<file path="src/rtl/arb_pkg.sv">
// Shared constants, FSM encoding and index helper for the 16-source round-robin arbiter.
package arb_pkg;

  localparam int unsigned N_REQ     = 16;
  localparam int unsigned SEL_W     = 4;
  localparam int unsigned MAX_BURST = 4;

  localparam logic ST_IDLE  = 1'b0;
  localparam logic ST_GRANT = 1'b1;

  typedef enum logic {
    StIdle  = ST_IDLE,
    StGrant = ST_GRANT
  } arb_state_e;

  function automatic logic [SEL_W-1:0] onehot_to_idx(input logic [N_REQ-1:0] oh);
    logic [SEL_W-1:0] idx;
    idx = '0;
    for (int i = 0; i < N_REQ; i++) begin
      if (oh[i]) idx |= SEL_W'(i);
    end
    return idx;
  endfunction

endpackage

</file>
<file path="src/rtl/rr_pick.sv">
// Combinational round-robin picker: first set bit of (req & mask) searching from ptr+1 upward.
module rr_pick
  import arb_pkg::*;
(
  input  logic [N_REQ-1:0] req_i,
  input  logic [SEL_W-1:0] ptr_i,
  input  logic [N_REQ-1:0] mask_i,
  output logic             found_o,
  output logic [SEL_W-1:0] idx_o
);

  logic [N_REQ-1:0]   cand;
  logic [SEL_W-1:0]   start;
  logic [2*N_REQ-1:0] dbl;
  logic [N_REQ-1:0]   rot;
  logic [N_REQ-1:0]   first;

  always_comb begin
    cand  = req_i & mask_i;
    start = ptr_i + SEL_W'(1);
    // Bit k of rot corresponds to requester (start + k) mod N_REQ.
    dbl   = {cand, cand} >> start;
    rot   = N_REQ'(dbl);
    first = rot & (~rot + N_REQ'(1));
    found_o = |cand;
    idx_o   = start + onehot_to_idx(first);
  end

endmodule

</file>
<file path="src/rtl/mux_16x1_rr_arbiter.sv">
// Round-robin arbiter/sequencer for the shared mux_16x1 bus; grants held until valid/ready.
// Optional ARB_BURST_EN lets a winner keep the grant for up to MAX_BURST transfers.
module mux_16x1_rr_arbiter
  import arb_pkg::*;
(
  input  logic             clk_i,
  input  logic             rst_ni,
  input  logic [N_REQ-1:0] req_i,
  input  logic             out_ready_i,
  output logic [SEL_W-1:0] sel_o,
  output logic [N_REQ-1:0] gnt_o,
  output logic             out_valid_o,
  output logic [N_REQ-1:0] ack_o,
  output logic             busy_o
);

  arb_state_e       state_q, state_d;
  logic [SEL_W-1:0] sel_q, sel_d;
  logic [N_REQ-1:0] gnt_q, gnt_d;
  logic [SEL_W-1:0] ptr_q, ptr_d;
`ifdef ARB_BURST_EN
  logic [1:0]       bcnt_q, bcnt_d;
`endif

  logic             found;
  logic [SEL_W-1:0] pick_idx;
  logic [SEL_W-1:0] pick_ptr;
  logic [N_REQ-1:0] pick_mask;
  logic             keep;

  // During a grant the current winner is masked and the search starts just past it.
  assign pick_ptr  = (state_q == StGrant) ? sel_q : ptr_q;
  assign pick_mask = (state_q == StGrant) ? ~gnt_q : '1;

  rr_pick u_rr_pick (
    .req_i   (req_i),
    .ptr_i   (pick_ptr),
    .mask_i  (pick_mask),
    .found_o (found),
    .idx_o   (pick_idx)
  );

  always_comb begin
    state_d = state_q;
    sel_d   = sel_q;
    gnt_d   = gnt_q;
    ptr_d   = ptr_q;
    keep    = 1'b0;
`ifdef ARB_BURST_EN
    bcnt_d  = bcnt_q;
`endif
    case (state_q)
      StIdle: begin
        if (found) begin
          sel_d           = pick_idx;
          gnt_d           = '0;
          gnt_d[pick_idx] = 1'b1;
          state_d         = StGrant;
`ifdef ARB_BURST_EN
          bcnt_d          = '0;
`endif
        end
      end
      StGrant: begin
        if (out_ready_i) begin
          ptr_d = sel_q;
`ifdef ARB_BURST_EN
          if (req_i[sel_q] && (bcnt_q < 2'(MAX_BURST - 1))) begin
            keep   = 1'b1;
            bcnt_d = bcnt_q + 2'd1;
          end else begin
            bcnt_d = '0;
          end
`endif
          if (!keep) begin
            if (found) begin
              sel_d           = pick_idx;
              gnt_d           = '0;
              gnt_d[pick_idx] = 1'b1;
            end else begin
              gnt_d   = '0;
              state_d = StIdle;
            end
          end
        end else if (!req_i[sel_q]) begin
          // Requester withdrew before its word was taken: abandon without moving ptr.
          gnt_d   = '0;
          state_d = StIdle;
        end
      end
      default: state_d = StIdle;
    endcase
  end

  always_ff @(posedge clk_i or negedge rst_ni) begin
    if (!rst_ni) begin
      state_q <= StIdle;
      sel_q   <= '0;
      gnt_q   <= '0;
      ptr_q   <= SEL_W'(N_REQ - 1);
`ifdef ARB_BURST_EN
      bcnt_q  <= '0;
`endif
    end else begin
      state_q <= state_d;
      sel_q   <= sel_d;
      gnt_q   <= gnt_d;
      ptr_q   <= ptr_d;
`ifdef ARB_BURST_EN
      bcnt_q  <= bcnt_d;
`endif
    end
  end

  assign sel_o       = sel_q;
  assign gnt_o       = gnt_q;
  assign out_valid_o = (state_q == StGrant);
  assign busy_o      = (state_q == StGrant);
  assign ack_o       = gnt_q & {N_REQ{out_valid_o & out_ready_i}};

endmodule

</file>
<file path="config.mk">
export PLATFORM = sky130hd
export DESIGN_NAME = mux_16x1_rr_arbiter
export DESIGN_NICKNAME = d
export VERILOG_FILES = /design/src/rtl/arb_pkg.sv /design/src/rtl/rr_pick.sv /design/src/rtl/mux_16x1_rr_arbiter.sv
export SDC_FILE = /design/constraint.sdc
export NUM_CORES = 1
export LEC_CHECK = 0
export ABC_AREA = 1
export CORE_MARGIN = 3
export CORE_UTILIZATION = 45
export DETAILED_ROUTE_END_ITERATION = 6
export GPL_TIMING_DRIVEN = 0
export PLACE_DENSITY = 0.7
export SLEW_MARGIN = 5
export SYNTH_ARGS = -nofsm -noshare
export SYNTH_HDL_FRONTEND = slang
export SYNTH_SLANG_ARGS = --single-unit
</file>
<file path="constraint.sdc">
create_clock -name clk_i -period 7.1 [get_ports clk_i]
set_input_delay 0.71 -clock clk_i [delete_from_list [all_inputs] [get_ports clk_i]]
set_output_delay 0.71 -clock clk_i [all_outputs]
set_load 0.005 [all_outputs]
</file>
==> flow_summary.yaml, run 1 <==
timing:
  worst_clock_skew_ns: 0.00661
  tmin_final_ns: 5.16
  report.final.hold_viol_count: 0
  transition_time_at_the_pin_with_the_least_slew_margin_ns: 1.12
  max_clock_freq_mhz: 194
  final_setup_viols: 0
  rsz0062_at_grt: "false"
  worst_relative_slew_slack_pct: 25.3
  worst_setup_slack_final_ns: 1.94
  timing.setup.tns_ns: 0
  layout_worst_path_cycle_share_pct: 72.6
  slew_violations: 0
detailed_routing:
  routedWlPerCell_um: 16.4
  postRouteAntennaNets: 0
  drt_iter0_drc: 502
  routed-via-count: 3868
  drt-vias-per-instance: 5.76
  finalWirelength_um: 11000
  firstDrtPassIters: 6
  drc: 0
worst_setup_path:
  worst-endpoint-required_ns: 7.24
  critPathBufInv: 5
  cp-end-kind: "flop"
  cp_cell_sequence: "buf_4 > nand2_2 > nand2_4 > buf_6 > ha_1 > buf_2 > clkbuf_1 > nand3_1 > nand3_1 > nand3_1 > nand2_1 > nand2_1 > nor2_1 > nand2_1 > o311ai_0 > nor4_1 > fa_1 > xor2_1 > clkinv_1 > nand2_1 > o21ai_0"
  crit_path_max_fanout: 10
  worst_path_largest_cell_delay_ns: 0.55
  timing.critical_path.arrival_ns: 5.30
  timing.critical_path.max_delay_family: "simple AND/OR/NAND/NOR gates"
  cp-start-kind: "flop"
  critical_path.slowest_cell: "sky130_fd_sc_hd__xor2_1"
  crit_type: "reg -> reg"
  cpMostUsedCell: "sky130_fd_sc_hd__nand2_1"
floorplanning:
  row_count: 29
  design.core.area_mm2: 0.00653
  pin_count: 57
  die_width_um: 89.1
  initial_utilization_pct: 47.6
  die-area_mm2: 0.00794
  die_height_um: 89.1
finish:
  layout.cells.most_common: "sky130_fd_sc_hd__nand2_1"
  design.final.nets: 618
  final_layout_size_suffix_gt1_share_pct: 13.3
  antenna_cells: 0
  final.fill_count: 698
  area_growth_syn_to_layout_pct: 22.8
  layoutNonFillerInstCount: 671
  finalInstanceArea_mm2: 0.00381
  top_library_cells_by_usage_in_the_layout_fill_and_taps_aside: "sky130_fd_sc_hd__nand2_1, sky130_fd_sc_hd__nand3_1, sky130_fd_sc_hd__clkdlybuf4s50_1"
flow_run:
  maxCapViolations: 0
clock_network:
  worst_setup_hold_path_clk_slew_ns: 0.10
  tritoncts_clock_tree: "done"
  clock_path_buffers: 2
  clock-root-buffer: "sky130_fd_sc_hd__clkbuf_8"
  cts.repair.resized: 0
  clock_latency_ns: 0.28
  clock_tree.htree_level_count: 1
  cts.sink_count: 25
  tritoncts.num_buffers: 3
  ctsHoldBuffers: 0
  cts_setup_buffers: 0
logic_synthesis:
  ys.flop_type: "sky130_fd_sc_hd__dfrtp_1"
  postSynthRegisterBits: 25
  synth_area_leader_cell: "sky130_fd_sc_hd__nand2_1"
  synthDominantCellAreaShare_pct: 25.5
  total_nets_after_synthesis: 557
  yosys-top-cells-area: "sky130_fd_sc_hd__nand2_1, sky130_fd_sc_hd__nand3_1, sky130_fd_sc_hd__dfrtp_1"
  yosysWarnings: 0
  postSynthCellCount: 534
  post_synth_instance_area_mm2: 0.00311
  synth.lib_cells_used.distinct: 34
  syn_avg_cell_area_um2: 5.82
  synth-edff-count: 0
  postSynth.asyncResetShare_pct: 100
  synth_seq_area_share_pct: 20.3
global_routing:
  globalRoute.totalOverflow: 0
  grt_pass1_wl_um: 18000
  grt_max_degree: 26
  first_global_vias: 3630
  track_usage_pct: 29.1
  grt_antenna_before_repair: 0
placement:
  dpl_cell_area_mm2: 0.00376
  port_buffers: 56
  place_hpwl_um: 8880
  detailedPlace.worstSlack_ns: 2.13
  placed_cells: 667
  globalplace.congestion: 0.953
hold_path:
  hold_path.class: "reg -> reg"
run_status:
  run_status: "finished, final reports clean"
==> metal layers <==
layer	vias to the layer above	GRT usage, %	part of all wire (%)
met5	-	0	0
met1	1850	42.2	47
li1	1870	-	-
met4	0	4.74	1.8
met3	17	3.87	5.1
met2	131	46.8	46
==> registers in the layout (all words and copies together), names as in the netlist <==
name / count
busy_o: 1
gnt_o: 16
ptr_q: 4
sel_o: 4
==> path summary, 6_finish.rpt <==
kind                       slack, ns  cells past startpoint  startpoint  endpoint
min in group asynchronous       1.02                      1      rst_ni  gnt_o[4]
setup / recovery                1.94                     21    sel_o[0]  sel_o[2]
hold reg to reg                 0.50                      2    ptr_q[3]  ptr_q[3]
hold / removal                  0.50                      2    ptr_q[3]  ptr_q[3]
setup reg to reg                1.94                     21    sel_o[0]  sel_o[2]
max in group asynchronous       5.41                      1      rst_ni    busy_o
==> stage by stage <==
step	utilization [%]	hold WS, ns
6_report	58.4	0.501
5_1_grt	58.4	0.517
4_1_cts	58.4	0.503
3_5_place_dp	57.6	0.488
3_3_place_gp	57.6	0.479
2_1_floorplan	-	0.414
==> cell usage after synthesis, types with 3 or more instances <==
cell type	n
sky130_fd_sc_hd__dfrtp_1	21
sky130_fd_sc_hd__nand4_1	7
sky130_fd_sc_hd__inv_1	24
sky130_fd_sc_hd__nand3_2	4
sky130_fd_sc_hd__nor2_4	6
sky130_fd_sc_hd__nor2_2	5
sky130_fd_sc_hd__o21ai_0	16
sky130_fd_sc_hd__buf_4	6
sky130_fd_sc_hd__nand2_4	5
sky130_fd_sc_hd__nand2_2	22
sky130_fd_sc_hd__inv_2	8
sky130_fd_sc_hd__nor2_1	33
sky130_fd_sc_hd__dfstp_2	4
sky130_fd_sc_hd__a21oi_1	3
sky130_fd_sc_hd__clkbuf_1	4
sky130_fd_sc_hd__ha_1	3
sky130_fd_sc_hd__nand2_1	211
sky130_fd_sc_hd__o221ai_1	3
sky130_fd_sc_hd__nand3_1	122
sky130_fd_sc_hd__buf_2	3
sky130_fd_sc_hd__buf_6	9
==> cells by family (layout without fill, tap and decap cells) <==
family	count (synthesis)	in the layout	synth area share [%]
AO/OA/AOI/OAI	28	28	5.36
XOR/XNOR	1	1	0.282
adder cells (fa/ha/maj)	4	4	1.85
buffers and inverters	57	117	10.1
flip-flops	25	25	20.3
AND/OR/NAND/NOR	419	419	62.1
==> layout make-up <==
type	instances	area (um2)	share of cell area, %
buffer	22	176	4.63
sequential	25	631	16.5
clock inverter	1	8.76	0.230
clock buffer	3	41.3	1.08
multi-input combinational	452	2160	56.7
tap	77	96.3	2.53
timing repair buffer	56	561	14.7
inverter	35	136	3.58
==> worst reg2reg max path, stage by stage, from the launching register on <==
cell	delay [ns]
sky130_fd_sc_hd__dfrtp_1	0.43
sky130_fd_sc_hd__buf_4	0.19
sky130_fd_sc_hd__nand2_2	0.10
sky130_fd_sc_hd__nand2_4	0.07
sky130_fd_sc_hd__buf_6	0.15
sky130_fd_sc_hd__ha_1	0.38
sky130_fd_sc_hd__buf_2	0.25
sky130_fd_sc_hd__clkbuf_1	0.35
sky130_fd_sc_hd__nand3_1	0.18
sky130_fd_sc_hd__nand3_1	0.14
sky130_fd_sc_hd__nand3_1	0.14
sky130_fd_sc_hd__nand2_1	0.14
sky130_fd_sc_hd__nand2_1	0.12
sky130_fd_sc_hd__nor2_1	0.15
sky130_fd_sc_hd__nand2_1	0.09
sky130_fd_sc_hd__o311ai_0	0.28
sky130_fd_sc_hd__nor4_1	0.14
sky130_fd_sc_hd__fa_1	0.42
sky130_fd_sc_hd__xor2_1	0.55
sky130_fd_sc_hd__clkinv_1	0.43
sky130_fd_sc_hd__nand2_1	0.21
sky130_fd_sc_hd__o21ai_0	0.10
Power of run 1 is not shown: default switching activity piles up to over one toggle a cycle in this logic, so the estimate is an artifact.
==> run 2: changes to the inputs <==
--- a/config.mk
+++ b/config.mk
@@ -10,7 +10,7 @@
 export CORE_UTILIZATION = 45
 export DETAILED_ROUTE_END_ITERATION = 6
 export GPL_TIMING_DRIVEN = 0
-export PLACE_DENSITY = 0.7
+export PLACE_DENSITY = 0.73
 export SLEW_MARGIN = 5
 export SYNTH_ARGS = -nofsm -noshare
 export SYNTH_HDL_FRONTEND = slang
==> constraint.sdc (replaced) <==
create_clock -name clk_i -period 4.2 [get_ports clk_i]
set_input_delay 0.42 -clock clk_i [delete_from_list [all_inputs] [get_ports clk_i]]
set_output_delay 0.42 -clock clk_i [all_outputs]
set_load 0.005 [all_outputs]
==> flow_summary.yaml, run 2 (synthesis results as in run 1) <==
run_status:
  run_status: "finished, final reports clean"
placement:
  port_buffers: 56
  dpl_cell_area_mm2: 0.00376
  place_hpwl_um: 8820
  globalplace.congestion: 0.965
worst_setup_path:
  worst_path_largest_cell_delay_ns: 0.50
  cp_cell_sequence: "buf_4 > nand2_2 > nand2_4 > buf_6 > ha_2 > inv_1 > clkbuf_4 > nand3_1 > nand3_1 > nand3_1 > nand2_1 > nor2_2 > nand2_4 > nor2_4 > nand2_2 > o311ai_4 > nor4_4 > fa_1 > inv_2 > nand2_2 > nor2_4 > nand3_1 > nand2_1"
  timing.critical_path.arrival_ns: 4.21
  regToRegStartpoint: "sel_o[0]"
  crit_path_max_fanout: 10
  cp-start-kind: "flop"
  cpMostUsedCell: "sky130_fd_sc_hd__nand3_1"
  crit_type: "reg -> reg"
  crit_start: "sel_o[0]"
  critical_path.slowest_cell: "sky130_fd_sc_hd__fa_1"
  timing.critical_path.max_delay_family: "simple AND/OR/NAND/NOR gates"
  cp-end-kind: "flop"
  worst-endpoint-required_ns: 4.44
  critPathBufInv: 5
clock_network:
  clock_path_buffers: 2
  tritoncts_clock_tree: "done"
  clock-root-buffer: "sky130_fd_sc_hd__clkbuf_8"
  tritoncts.num_buffers: 3
  clock_latency_ns: 0.29
  clock_tree.htree_level_count: 1
  worst_setup_hold_path_clk_slew_ns: 0.10
  cts.sink_count: 25
floorplanning:
  design.core.area_mm2: 0.00653
  die_height_um: 89.1
  pin_count: 57
  initial_utilization_pct: 47.6
  die_width_um: 89.1
  die-area_mm2: 0.00794
  row_count: 29
timing:
  worst_relative_slew_slack_pct: 22.7
  transition_time_at_the_pin_with_the_least_slew_margin_ns: 1.16
  tmin_final_ns: 3.97
  final_setup_viols: 0
  slew_violations: 0
  max_clock_freq_mhz: 252
  worst_clock_skew_ns: 0.0111
  report.final.hold_viol_count: 0
  layout_worst_path_cycle_share_pct: 94.4
finish:
  final.fill_count: 651
  largest_register_ff_count: 16
  final_util_pct: 60.8
  top_library_cells_by_usage_in_the_layout_fill_and_taps_aside: "sky130_fd_sc_hd__nand2_1, sky130_fd_sc_hd__nand3_1, sky130_fd_sc_hd__clkdlybuf4s50_1"
  antenna_cells: 0
  finalInstanceArea_mm2: 0.00397
  final_layout_size_suffix_gt1_share_pct: 17.4
  design.final.nets: 620
  area_growth_syn_to_layout_pct: 27.9
  layout.cells.most_common: "sky130_fd_sc_hd__nand2_1"
detailed_routing:
  routed-via-count: 3921
  routedWlPerCell_um: 16.2
  drc: 0
  firstDrtPassIters: 5
  postRouteAntennaNets: 0
  finalWirelength_um: 10900
  drt_iter0_drc: 467
  drt-vias-per-instance: 5.83
hold_path:
  hold_path.class: "reg -> reg"
  worst_hold_startpoint: "ptr_q[3]"
global_routing:
  grt_pass1_wl_um: 17800
  grt_busiest_layer: "met2"
  first_global_vias: 3638
  grt_max_degree: 26
  grt_antenna_before_repair: 0
  gr-usage-met2_pct: 45.5
  grtUsageMet1_pct: 41.4
  track_usage_pct: 28.8
  grt_use_met3_pct: 4.15
  globalRoute.totalOverflow: 0
flow_run:
  maxCapViolations: 0
## run 2: cell count changes in the layout (fill, tap and decap cells not counted), moves of 6 or more
cell / before / now
sky130_fd_sc_hd__nand2_1: 211 / 204
sky130_fd_sc_hd__nand2_2: 22 / 29
sky130_fd_sc_hd__nand3_1: 122 / 116
sky130_fd_sc_hd__nand3_2: 4 / 10
## run 2: final cells by class
class | instances | area (um2) | area share (%)
clock buffer | 3 | 41.3 | 1.04
timing repair buffer | 58 | 576 | 14.5
clock inverter | 1 | 8.76 | 0.220
inverter | 35 | 139 | 3.49
tap | 77 | 96.3 | 2.42
buffer | 22 | 196 | 4.94
multi-input combinational | 452 | 2290 | 57.5
sequential | 25 | 631 | 15.9
## run 2: stage by stage
stage / setup WS (ns) / instances / setup TNS (ns) / hold WS (ns)
after global placement: -0.869 / 667 / -10.32 / 0.480
final: 0.234 / 673 / 0 / 0.498
after global routing: -0.00661 / 673 / -0.00745 / 0.509
after floorplan: 0.0479 / 534 / 0 / 0.124
after detailed placement: -0.840 / 667 / -10.16 / 0.482
after CTS: -0.0146 / 672 / -0.0282 / 0.496
## run 2: routing by layer
| metal | vias to the layer above | routed length (um) | part of all wire (%) |
|---|---|---|---|
| met1 | 1861 | 4940 | 45 |
| met5 | - | 0 | 0 |
| met3 | 21 | 710 | 6.5 |
| met2 | 171 | 5040 | 46 |
| li1 | 1868 | - | - |
| met4 | 0 | 189 | 1.7 |
## run 2: what timing repair did
item / in CTS / in global routing
setup endpoints to repair: 19 / 19
pin swaps: 1 / 5
hold buffers: 0 / 0
buffers inserted: 1 / 1
hold endpoints to repair: 0 / 0
resized for setup: 10 / 31
## run 2: path summary, 6_finish.rpt
path | endpoint | slack, ns | depth (start not counted)
worst max-delay path | gnt_o[2] | 0.23 | 23
worst min-delay path | ptr_q[3] | 0.50 | 2
worst max register to register | gnt_o[2] | 0.23 | 23
worst min register to register | ptr_q[3] | 0.50 | 2
max in group asynchronous | busy_o | 2.77 | 1
min in group asynchronous | gnt_o[4] | 0.73 | 1
## run 2: worst reg2reg max path, delay by kind of cell, from the launching register on
kind | cells | cell delay [ns]
DFF | 1 | 0.42
and+or+nand+nor | 15 | 1.67
adders and majority gates | 2 | 0.88
buffers and inverters | 5 | 0.68
AOI/OAI and AO/OA | 1 | 0.26
Power of run 2 is left out for the same reason.
